### src/rtl/instruction_memory_loader_pkg.sv
// Shared definitions for the instruction memory loader: FSM states, word width
// and the word-address width helper.
package instruction_memory_loader_pkg;

   localparam int INSTR_WIDTH = 32;

   typedef enum logic [1:0] {
      IDLE  = 2'd0,
      LOAD  = 2'd1,
      FLUSH = 2'd2,
      DONE  = 2'd3
   } loader_state_t;

   // A word address drops the two byte-offset bits of the byte address.
   function automatic int word_addr_bits(input int memory_size);
      return $clog2(memory_size) - 2;
   endfunction

endpackage

### src/rtl/instruction_memory_loader_if.sv
// Loader bundle: load request, source stream handshake, memory write port
// and core/status signals.
interface instruction_memory_loader_if
   import instruction_memory_loader_pkg::*;
#(
   parameter int W = word_addr_bits(1024)
);
   logic                   start;
   logic [W-1:0]           base_word_address;
   logic [W:0]             word_count;
   logic [INSTR_WIDTH-1:0] in_data;
   logic                   in_valid;
   logic                   in_ready;
   logic                   mem_write_enable;
   logic [W-1:0]           mem_address;
   logic [INSTR_WIDTH-1:0] mem_write_data;
   logic                   core_hold;
   logic                   busy;
   logic                   done;
   logic                   error;

   modport master (
      output start, base_word_address, word_count, in_data, in_valid,
      input  in_ready, mem_write_enable, mem_address, mem_write_data,
             core_hold, busy, done, error
   );

   modport slave (
      input  start, base_word_address, word_count, in_data, in_valid,
      output in_ready, mem_write_enable, mem_address, mem_write_data,
             core_hold, busy, done, error
   );
endinterface

### src/rtl/instruction_memory_loader_write_stage_register.sv
// One-cycle register between an accepted word and the memory write port;
// address and data hold their last values when no strobe is issued.
module write_stage_register
   import instruction_memory_loader_pkg::*;
#(
   parameter int W = 8
) (
   input  logic                   clk,
   input  logic                   reset,
   input  logic                   xfer_i,
   input  logic [W-1:0]           addr_i,
   input  logic [INSTR_WIDTH-1:0] data_i,
   output logic                   we_o,
   output logic [W-1:0]           addr_o,
   output logic [INSTR_WIDTH-1:0] data_o
);
   logic                   we_q;
   logic [W-1:0]           addr_q;
   logic [INSTR_WIDTH-1:0] data_q;

   always_ff @(posedge clk) begin
      if (reset) begin
         we_q   <= 1'b0;
         addr_q <= '0;
         data_q <= '0;
      end else begin
         we_q <= xfer_i;
         if (xfer_i) begin
            addr_q <= addr_i;
            data_q <= data_i;
         end
      end
   end

   assign we_o   = we_q;
   assign addr_o = addr_q;
   assign data_o = data_q;
endmodule

### src/rtl/instruction_memory_loader.sv
// Streams instruction words into consecutive instruction memory word
// addresses while holding the core in stall.
//
// state | meaning
// IDLE  | waiting for start; range check and latch of base/count
// LOAD  | accepting words, one write per accepted word
// FLUSH | final write strobe leaves the write stage
// DONE  | one-cycle completion pulse, core released
module instruction_memory_loader
   import instruction_memory_loader_pkg::*;
#(
   parameter int memory_size         = 1024,
   parameter int memory_address_bits = $clog2(memory_size),
   parameter int word_bits           = memory_address_bits - 2
) (
   input  logic                         clk,
   input  logic                         reset,
   instruction_memory_loader_if.slave   bus
);
   localparam int W     = word_bits;
   localparam int DEPTH = memory_size / 4;
   localparam logic [W+1:0] DEPTH_L = (W+2)'(DEPTH);

   loader_state_t state_q, state_d;
   logic [W-1:0]  ptr_q, ptr_d;
   logic [W:0]    rem_q, rem_d;
   logic          error_q, error_d;

   logic          in_ready;
   logic          busy;
   logic          core_hold;
   logic          done;
   logic          xfer;
   logic [W+1:0]  range_end;

   // Widened so base + count can never wrap before the depth compare.
   assign range_end = (W+2)'(bus.base_word_address) + (W+2)'(bus.word_count);
   assign xfer      = in_ready && bus.in_valid;

   always_ff @(posedge clk) begin
      if (reset) begin
         state_q <= IDLE;
         ptr_q   <= '0;
         rem_q   <= '0;
         error_q <= 1'b0;
      end else begin
         state_q <= state_d;
         ptr_q   <= ptr_d;
         rem_q   <= rem_d;
         error_q <= error_d;
      end
   end

   always_comb begin
      state_d   = state_q;
      ptr_d     = ptr_q;
      rem_d     = rem_q;
      error_d   = 1'b0;
      in_ready  = 1'b0;
      busy      = 1'b0;
      core_hold = 1'b0;
      done      = 1'b0;
      unique case (state_q)
         IDLE: begin
            if (bus.start) begin
               if (range_end > DEPTH_L) begin
                  error_d = 1'b1;
               end else if (bus.word_count == '0) begin
                  state_d = DONE;
               end else begin
                  ptr_d   = bus.base_word_address;
                  rem_d   = bus.word_count;
                  state_d = LOAD;
               end
            end
         end
         LOAD: begin
            in_ready  = 1'b1;
            busy      = 1'b1;
            core_hold = 1'b1;
            if (bus.in_valid) begin
               ptr_d = ptr_q + W'(1);
               rem_d = rem_q - (W+1)'(1);
               if (rem_q == (W+1)'(1)) begin
                  state_d = FLUSH;
               end
            end
         end
         FLUSH: begin
            busy      = 1'b1;
            core_hold = 1'b1;
            state_d   = DONE;
         end
         DONE: begin
            done    = 1'b1;
            state_d = IDLE;
         end
         default: state_d = IDLE;
      endcase
   end

   write_stage_register #(.W(W)) u_write_stage (
      .clk    (clk),
      .reset  (reset),
      .xfer_i (xfer),
      .addr_i (ptr_q),
      .data_i (bus.in_data),
      .we_o   (bus.mem_write_enable),
      .addr_o (bus.mem_address),
      .data_o (bus.mem_write_data)
   );

   assign bus.in_ready  = in_ready;
   assign bus.busy      = busy;
   assign bus.core_hold = core_hold;
   assign bus.done      = done;
   assign bus.error     = error_q;
endmodule

### src/flat_wrapper.sv
// flat-port wrapper written by rule: the top's interface ports become plain ports
module instruction_memory_loader_flat import instruction_memory_loader_pkg::*;
#(
   parameter int memory_size         = 1024,
   parameter int memory_address_bits = $clog2(memory_size),
   parameter int word_bits           = memory_address_bits - 2
)
  (clk, reset, bus_start, bus_base_word_address, bus_word_count, bus_in_data, bus_in_valid, bus_in_ready, bus_mem_write_enable, bus_mem_address, bus_mem_write_data, bus_core_hold, bus_busy, bus_done, bus_error);
  instruction_memory_loader_if #(.W((8))) bus_i ();
  input  logic clk;
  input  logic reset;
  input wire logic [$bits(bus_i.start)-1:0] bus_start;
  input wire logic [$bits(bus_i.base_word_address)-1:0] bus_base_word_address;
  input wire logic [$bits(bus_i.word_count)-1:0] bus_word_count;
  input wire logic [$bits(bus_i.in_data)-1:0] bus_in_data;
  input wire logic [$bits(bus_i.in_valid)-1:0] bus_in_valid;
  output wire logic [$bits(bus_i.in_ready)-1:0] bus_in_ready;
  output wire logic [$bits(bus_i.mem_write_enable)-1:0] bus_mem_write_enable;
  output wire logic [$bits(bus_i.mem_address)-1:0] bus_mem_address;
  output wire logic [$bits(bus_i.mem_write_data)-1:0] bus_mem_write_data;
  output wire logic [$bits(bus_i.core_hold)-1:0] bus_core_hold;
  output wire logic [$bits(bus_i.busy)-1:0] bus_busy;
  output wire logic [$bits(bus_i.done)-1:0] bus_done;
  output wire logic [$bits(bus_i.error)-1:0] bus_error;
  assign bus_i.start = bus_start;
  assign bus_i.base_word_address = bus_base_word_address;
  assign bus_i.word_count = bus_word_count;
  assign bus_i.in_data = bus_in_data;
  assign bus_i.in_valid = bus_in_valid;
  assign bus_in_ready = bus_i.in_ready;
  assign bus_mem_write_enable = bus_i.mem_write_enable;
  assign bus_mem_address = bus_i.mem_address;
  assign bus_mem_write_data = bus_i.mem_write_data;
  assign bus_core_hold = bus_i.core_hold;
  assign bus_busy = bus_i.busy;
  assign bus_done = bus_i.done;
  assign bus_error = bus_i.error;
  instruction_memory_loader #(.memory_size(memory_size), .memory_address_bits(memory_address_bits), .word_bits(word_bits)) u_core (.clk(clk), .reset(reset), .bus(bus_i));
endmodule
### config.mk
export PLATFORM = sky130hd
export DESIGN_NAME = instruction_memory_loader_flat
export DESIGN_NICKNAME = d
export VERILOG_FILES = /design/src/rtl/instruction_memory_loader_pkg.sv /design/src/rtl/instruction_memory_loader_if.sv /design/src/rtl/instruction_memory_loader_write_stage_register.sv /design/src/rtl/instruction_memory_loader.sv /design/src/flat_wrapper.sv
export SDC_FILE = /design/constraint.sdc
export NUM_CORES = 1
export LEC_CHECK = 0
export CORE_MARGIN = 2
export CORE_UTILIZATION = 25
export CTS_CLUSTER_DIAMETER = 150
export DETAILED_ROUTE_END_ITERATION = 16
export HOLD_SLACK_MARGIN = 0.06
export PLACE_DENSITY = 0.56
export SYNTH_ARGS = -nofsm -noshare
export SYNTH_HDL_FRONTEND = slang
export SYNTH_SLANG_ARGS = --single-unit
### constraint.sdc
create_clock -name clk -period 6.6 [get_ports clk]
set_input_delay 1.32 -clock clk [delete_from_list [all_inputs] [get_ports clk]]
set_output_delay 1.32 -clock clk [all_outputs]
set_load 0.05 [all_outputs]
After elaboration in Yosys (flattened, before gate mapping)
Index checks and enable logic that the tools add are counted.
{"block": "totals", "word_cells": 50, "regBits": 61, "out_inout_bits": 46}
{"block": "classes", "reduce_logical": 8, "n_addsub": 3, "mux": 20, "bitwise": 2, "order_cmp": 1, "n_eq_ne": 9}
{"operator": "9-bit 2-to-1 mux", "n": 4}
{"operator": "8-bit 2-to-1 mux", "n": 4}
{"operator": "9-bit one-hot mux with 2 select lines", "n": 1}
{"operator": "8-bit one-hot mux with 2 select lines", "n": 1}
{"operator": "8-bit by 9-bit adder with 10-bit output", "n": 1}
{"operator": "10-bit by 9-bit greater-than comparator with 1-bit output, second input constant", "n": 1}
{"operator": "2-bit 2-to-1 mux", "n": 5}
{"operator": "9-bit by 1-bit equality test with 1-bit output, second input constant", "n": 1}
{"operator": "9-bit zero test", "n": 1}
{"operator": "9-bit by 1-bit subtractor with 9-bit output, second input constant", "n": 1}
{"operator": "8-bit by 1-bit adder with 8-bit output, second input constant", "n": 1}
{"operator": "2-bit inequality test, second input constant", "n": 4}
{"operator": "2-bit one-hot mux with 4 select lines", "n": 1}
{"operator": "5-bit AND reduction", "n": 1}
{"operator": "2-bit equality test, second input constant", "n": 2}
{"operator": "1-bit 2-to-1 mux", "n": 4}
{"operator": "4-bit AND reduction", "n": 1}
{"operator": "3-bit OR reduction", "n": 1}
{"operator": "2-bit by 1-bit equality test with 1-bit output, second input constant", "n": 1}
{"operator": "2-bit zero test", "n": 1}
{"operator": "2-bit by 1-bit inequality test with 1-bit output, second input constant", "n": 1}
{"operator": "1-bit inverter", "n": 2}
{"operator": "2-bit nonzero test", "n": 1}
{"operator": "2-bit OR reduction", "n": 1}
{"operator": "1-bit logical AND", "n": 1}

Longest topological paths before layout
Gate-level depths: netlist (run 1).
{"block": "depth", "ltp_word": 5, "depth_mapped": 11, "ltp_nobuf": 10}

Modules after synthesis
From an unflattened synthesis (run 1), not the netlist that was laid out.
{"block": "hier_totals", "hier_cells": 391, "hier_area_um2": 3552.2}
{"module": "instruction_memory_loader", "area_each_um2": 2067.0, "instances": 1, "seq_area_each_um2": 400.4, "cells_per_inst": 260}
{"module": "write_stage_register", "area_each_um2": 1485.2, "instances": 1, "seq_area_each_um2": 820.8, "cells_per_inst": 131}

Least setup slack after synthesis (run 1)
No wires, ideal clock.
{"block": "synth_timing", "path_kind": "input port to flip-flop", "startpoint": "in bus_word_count[0]", "endpoint": "reg u_core.rem_q[7]", "path_slack_ns": 2.867, "t_required_ns": 6.505, "stages": 11, "path_buffers": 1, "setup_time_ns": 0.095, "arrival_ns": 3.638, "path_cell_list": "ha_1 inv_1 fa_1 and2b_1 o2111ai_1 and2_1 o32ai_2 or3b_4 buf_6 a311o_1 o311ai_1"}
{"block": "synth_between", "elab_chain_cells": 4}
{"item": "from (decl)", "line_no": "flat_wrapper.sv:14", "text": "input wire logic [$bits(bus_i.word_count)-1:0] bus_word_count;"}
{"item": "8-bit by 9-bit adder with 10-bit output", "line_no": "instruction_memory_loader.sv:37", "text": "assign range_end = (W+2)'(bus.base_word_address) + (W+2)'(bus.word_count);"}
{"item": "10-bit by 9-bit greater-than comparator with 1-bit output", "line_no": "instruction_memory_loader.sv:66", "text": "if (range_end > DEPTH_L) begin"}
{"item": "2-bit inequality test (no source line)"}
{"item": "5-bit AND reduction (no source line) *"}
{"item": "to (signal assigned)", "line_no": "instruction_memory_loader.sv:49", "text": "rem_q <= rem_d;"}
{"item": "to (decl)", "line_no": "instruction_memory_loader.sv:26", "text": "logic [W:0] rem_q, rem_d;"}
Mark *: on every way between the ends. The rest lies on a longest branch, timed or not.
A chain may end at the register's enable or synchronous reset.

Worst setup path in the final report (run 1)
{"block": "layout_timing", "startpoint": "in bus_word_count[0]", "endpoint": "reg u_core.rem_q[6]"}
Same word-level chain as after synthesis.

==> results of run 1 <==
## per-stage QoR
| step | hold slack [ps] | utilization | setup WS (ps) | instances | area [um2] |
|---|---|---|---|---|---|
| 2_1_floorplan | 459 | - | 2870 | 431 | 3410 |
| 3_3_place_gp | 441 | 0.339 | 1980 | 682 | 4510 |
| 3_5_place_dp | 446 | 0.339 | 1830 | 682 | 4510 |
| 4_1_cts | 453 | 0.364 | 2190 | 698 | 4840 |
| 5_1_grt | 464 | 0.364 | 1880 | 698 | 4840 |
| 6_report | 450 | 0.364 | 2160 | 698 | 4840 |
## worst max-delay path, stage by stage
cell	delay [ps]
clkdlybuf4s50_1	530
ha_1	240
inv_1	70
fa_1	390
and2b_1	280
o21bai_1	90
a21bo_2	210
and3_1	170
nand4_1	400
nand3_2	530
o311ai_0	420
## metal layers
layer	wire, um	up-vias	share of wire
met2	4600	117	0.47
li1	-	1697	-
met5	0	-	0
met3	608	8	0.062
met1	4520	1620	0.46
met4	114	0	0.012
## worst paths after layout
| check | startpoint | endpoint | slack (ps) | cells past startpoint |
|---|---|---|---|---|
| max | bus_word_count[0] | u_core.rem_q[6] | 2160 | 11 |
| min | u_core.u_write_stage.data_o[28] | u_core.u_write_stage.data_o[28] | 450 | 2 |
| max reg2reg | u_core.state_q[1] | u_core.rem_q[6] | 3570 | 10 |
| min reg2reg | u_core.u_write_stage.data_o[28] | u_core.u_write_stage.data_o[28] | 450 | 2 |
## synthesized netlist by cell type, drive strengths merged, types with 6 or more instances
| cell | instances | share of area |
|---|---|---|
| nand3 | 18 | 0.028 |
| clkbuf | 20 | 0.022 |
| buf | 7 | 0.014 |
| nor2 | 28 | 0.031 |
| o311ai | 6 | 0.015 |
| nand2 | 91 | 0.10 |
| nand2b | 13 | 0.024 |
| nor2b | 8 | 0.015 |
| mux2i | 9 | 0.026 |
| a31oi | 6 | 0.011 |
| o21ai | 9 | 0.013 |
| inv | 15 | 0.017 |
| a21oi | 45 | 0.066 |
| dfxtp | 61 | 0.36 |
| ha | 16 | 0.059 |
| o211ai | 8 | 0.028 |
| a311o | 12 | 0.035 |
## final cells by class
class	instances	area [um2]	share of cell area
multi-input cells	328	2010	0.415
repair buffers	102	1010	0.208
flip-flops and latches	61	1220	0.252
clock inverters	3	67.6	0.0140
clock buffers	13	260	0.0538
well taps	176	220	0.0455
inverters	15	56.3	0.0116
## logic make-up after synthesis
family,Yosys count,synth area share
AO/OA/AOI/OAI,109,0.229
XOR/XNOR,2,0.00514
adder cells (fa/ha/maj),17,0.0646
buffers and inverters,42,0.0521
flip-flops,61,0.358
multiplexers,10,0.0297
AND/OR/NAND/NOR,190,0.261
## power groups by stage
stage          sequential, W  clock [W]  combinational (W)
2_1_floorplan       0.000487          0           0.000222
3_3_place_gp        0.000432          0           0.000396
3_5_place_dp        0.000434          0           0.000399
4_1_cts             0.000426   0.000525           0.000400
5_1_grt             0.000431   0.000546           0.000434
6_report            0.000426   0.000511           0.000399
## flip-flops by register name, summed over array words and instances (netlist names)
signal	cells
u_core.ptr_q	8
u_core.bus.error	1
u_core.u_write_stage.we_o	1
u_core.u_write_stage.data_o	32
u_core.u_write_stage.addr_o	8
u_core.state_q	2
u_core.rem_q	9
==> reports/results.txt, run 1 <==
status: completed
layout cells sized above 1: 0.0670
commonest non-fill, non-tap cells in the layout: clkdlybuf4s50_1, nand2_1, dfxtp_1
filler instances: 1361
NetSw: 0.000432 W
number of library cell types mapped by synthesis: 54
critical path startpoint category: input pin
gr busiest metal: met2
Hold Crit Class: flop to flop
DIE AREA: 14600 um2
DRC viols: 0
Post-Route Skew: 6.46 ps
CP Data Required Time: 6810 ps
Period minus WS final: 4440 ps
largest net degree at the start of global routing: 81
Slew @ Worst Pin: 924 ps
M2 GR Usage: 0.217
WS Path Type: input pin to flop
Leak Pwr: 1.73 nW
global-route wire length before repair: 16000 um
Hold Vio Cnt, Final: 0
CTS tree: built
post-synthesis cell count: 431
DP HPWL: 7020 um
Antenna Violating Nets Remaining: 0
RSZ-0062 raised after global routing: false
vias per std cell: 4.93
ant diodes: 0
clock-pin transition on the worst setup and hold timing paths: 50 ps
chip width: 121 um
hold_buf cts: 0
Finish-stage setup viols: 0
FP Rows: 42
Netlist Area Pre-Place: 3410 um2
register bit count reported by yosys: 61
post-synthesis sequential area ratio: 0.358
Syn Area/Cell: 7.90 um2
Max Fclk: 225 MHz
power share of the sequential group: 0.319
fin. max-slew vios: 0
clock latency on the worst-skew pair: 320 ps
clk buf depth: 2
CTS Buf Count: 9
maximum VDD drop: 134 uV
Critical Path Fanout Max: 17
Switching Share: 0.323
fraction of registers with async set/reset: 0
post_cts resized: 0
antenna violations before repair: 0
Port Buffers: 98
vias: 3442
Layout Nets: 587
leading cell type in the layout, fill and taps excluded: clkdlybuf4s50_1
Starting DRT DRC Count: 311
Cell Pwr Density: 276 nW/um2
H-Tree Depth: 3
Tot Pwr: 0.00134 W
P&R area growth vs syn: 42.0%
vias in the first global route: 3194
Total Wirelength: 9850 um
met1 global-route usage: 0.182
CTS Root Buffer Type: clkbuf_16
Worst Setup End Kind: flop
Int Pwr: 0.000904 W
syn_nets: 501
Synth Flop Type: dfxtp_1
Clk pwr share: 0.383
post-CTS setup buffer count: 0
routability cong.: 0.819
total grt overflow: 0
setup TNS: 0 ps
router iterations before antenna repair: 4
final worst-path cycle share: 0.672
Post-synth EDFFs: 0
die height: 121 um
# IOs: 99
GRT met3 Usage: 0.0325
CP arrival: 4650 ps
Synth warnings: 0
total track usage: 0.137
initial core utilization: 0.256
CTS sink count: 61
reported max-cap violation count: 0
core area: 13300 um2
wire per inst: 14.1 um
Rel. slew slack: 0.383
Comb power frac: 0.298
Note: power is estimated with default switching activity, not from simulation.
==> inputs of run 2 (changes only) <==
--- a/config.mk
+++ b/config.mk
@@ -10,7 +10,7 @@
 export CTS_CLUSTER_DIAMETER = 150
 export DETAILED_ROUTE_END_ITERATION = 16
 export HOLD_SLACK_MARGIN = 0.06
-export PLACE_DENSITY = 0.56
+export PLACE_DENSITY = 0.57
 export SYNTH_ARGS = -nofsm -noshare
 export SYNTH_HDL_FRONTEND = slang
 export SYNTH_SLANG_ARGS = --single-unit
==> constraint.sdc (replaced) <==
create_clock -name clk -period 3.6 [get_ports clk]
set_input_delay 0.72 -clock clk [delete_from_list [all_inputs] [get_ports clk]]
set_output_delay 0.72 -clock clk [all_outputs]
set_load 0.05 [all_outputs]
==> run 2 against run 1 <==
Compared with the run above:
- via count about the same
- utilization up 0.88 points
- sequential share of layout area is 0.59 points lower
- worst hold slack is essentially flat
- non-clock buffer count rose by 20
- global-route usage is 0.30 points higher
- clock skew about the same
- highest routed layer unchanged
==> reports/results.txt, run 2 (synthesized netlist as in run 1, its figures left out) <==
commonest non-fill, non-tap cells in the layout: clkdlybuf4s50_1, nand2_1, dfxtp_1 (unchanged)
HP Start: u_core.u_write_stage.addr_o[3] (was u_core.u_write_stage.data_o[28])
Layout Nets: 607 (was 587)
DRC viols: 0 (unchanged)
H-Tree Depth: 3 (unchanged)
fin area: 4960 um2 (was 4840 um2)
hold endpoint: u_core.u_write_stage.addr_o[3] (was u_core.u_write_stage.data_o[28])
router iterations before antenna repair: 4 (unchanged)
Antenna Violating Nets Remaining: 0 (unchanged)
DIE AREA: 14600 um2 (unchanged)
clock latency on the worst-skew pair: 320 ps (about the same)
largest net degree at the start of global routing: 43 (was 81)
Reg2Reg Depth: 12 (was 10)
Slew @ Worst Pin: 982 ps (was 924 ps)
initial core utilization: 0.256 (unchanged)
fin util: 0.373 (was 0.364)
Critical Path Fanout Max: 6 (was 17)
die height: 121 um (unchanged)
vias per std cell: 4.79 (was 4.93)
setup TNS: 0 ps (unchanged)
reported max-cap violation count: 0 (unchanged)
core area: 13300 um2 (unchanged)
RSZ-0062 raised after global routing: false (unchanged)
critical path startpoint category: input pin (unchanged)
ant diodes: 0 (unchanged)
Rel. slew slack: 0.339 (was 0.383)
leading cell type in the layout, fill and taps excluded: clkdlybuf4s50_1 (unchanged)
worst hold path cell count: 2 (unchanged)
CTS Buf Count: 9 (unchanged)
hold_buf cts: 0 (unchanged)
chip width: 121 um (unchanged)
wire per inst: 13.9 um (was 14.1 um)
maximum VDD drop: 247 uV (was 134 uV)
Worst Setup End Kind: flop (unchanged)
R2R Setup Slk: 1130 ps (was 3570 ps)
CP arrival: 3570 ps (was 4650 ps)
Port Buffers: 98 (unchanged)
CTS tree: built (unchanged)
vias in the first global route: 3282 (was 3194)
fin. max-slew vios: 0 (unchanged)
dpl cell area: 4650 um2 (was 4510 um2)
final worst-path cycle share: 0.928
Starting DRT DRC Count: 213 (was 311)
total track usage: 0.140 (was 0.137)
# IOs: 99 (unchanged)
max reg flops: 32 (unchanged)
global-route wire length before repair: 16200 um (was 16000 um)
Total Wirelength: 9960 um (was 9850 um)
capture point of the worst reg-to-reg path: u_core.ptr_q[4] (was u_core.rem_q[6])
clk buf depth: 2 (unchanged)
Leak Pwr: 1.81 nW (was 1.73 nW)
CTS Root Buffer Type: clkbuf_16 (unchanged)
FP Rows: 42 (unchanged)
P&R area growth vs syn: 45.5% (was 42.0%)
routability cong.: 0.801 (was 0.819)
antenna violations before repair: 0 (unchanged)
clock-pin transition on the worst setup and hold timing paths: 50 ps (about the same)
Post-Route Skew: 6.96 ps (was 6.46 ps)
layout cells sized above 1: 0.101 (was 0.0670)
CTS sink count: 61 (unchanged)
DP HPWL: 7390 um (was 7020 um)
CP Data Required Time: 3820 ps (was 6810 ps)
Cell Pwr Density: 482 nW/um2 (was 276 nW/um2)
Finish-stage setup viols: 0 (unchanged)
Hold Crit Class: flop to flop (unchanged)
Hold Vio Cnt, Final: 0 (unchanged)
Max Fclk: 299 MHz
WS Path Type: input pin to flop (unchanged)
status: completed (unchanged)
Tot Pwr: 0.00239 W (was 0.00134 W)
vias: 3441 (was 3442)
Period minus WS final: 3340 ps
worst flop-to-flop path startpoint: u_core.state_q[1] (unchanged)
total grt overflow: 0 (unchanged)
run 2: cell types whose count changed in the layout (fill, tap and decap cells not counted), sizes merged:
cell    change
buf        +20
bufinv      -1
clkinv      +2
clkbuf      -1
run 2: how the worst max path moves through the flow:
stage / from / end / slack, ps / cells past startpoint
floorplan: bus_word_count[0] / u_core.rem_q[7] / 470 / 11
global placement: bus_word_count[0] / u_core.ptr_q[3] / -80 / 12
detailed placement: bus_base_word_address[0] / u_core.rem_q[6] / -180 / 13
CTS: bus_base_word_address[0] / u_core.rem_q[3] / 170 / 13
global route: bus_word_count[0] / u_core.rem_q[6] / 5 / 13
finish: bus_base_word_address[0] / u_core.rem_q[6] / 260 / 12
run 2: report_power, final:
part | internal [W] | leakage, nW | switching (W) | total [W]
Sequential | 0.000735 | 0.494 | 0.0000467 | 0.000782
Combinational | 0.000308 | 1.18 | 0.000460 | 0.000768
Clock | 0.000551 | 0.143 | 0.000288 | 0.000840
Total | 0.00159 | 1.81 | 0.000795 | 0.00239
run 2: cell type report:
| type | count | area [um2] |
|---|---|---|
| clock buffers | 12 | 246 |
| multi-input cells | 328 | 2010 |
| inverters | 15 | 56.3 |
| well taps | 176 | 220 |
| flip-flops and latches | 61 | 1220 |
| repair buffers | 122 | 1160 |
| fillers | 1358 | 8340 |
| clock inverters | 4 | 47.5 |
run 2: what timing repair did:
| item | 4_1_cts | 5_1_grt |
|---|---|---|
| gates resized for setup | 0 | 1 |
| endpoints found under the setup margin | 0 | 12 |
| buffers inserted | 0 | 2 |
run 2: layer usage:
layer  global-route usage  vias up  share of wire
met3               0.0264       10          0.066
li1                     -     1733              -
met4               0.0640        0          0.011
met1                0.182     1598           0.45
met5                    0        -              0
met2                0.224      100           0.47
run 2: through the flow:
step           cells  hold slack (ps)  setup slack, ps
2_1_floorplan    431              459              467
3_3_place_gp     700              442            -80.0
3_5_place_dp     700              447             -183
4_1_cts          716              453              168
5_1_grt          718              469             5.48
6_report         718              449              257
run 2: worst max-delay path, cell delays in order:
cell	delay (ps)
clkdlybuf4s50_1	490
ha_1	170
inv_1	60
fa_1	390
and2b_1	230
o2111ai_1	130
and2_1	180
o32ai_2	240
or3b_4	460
buf_4	170
a311o_1	250
o311ai_0	80
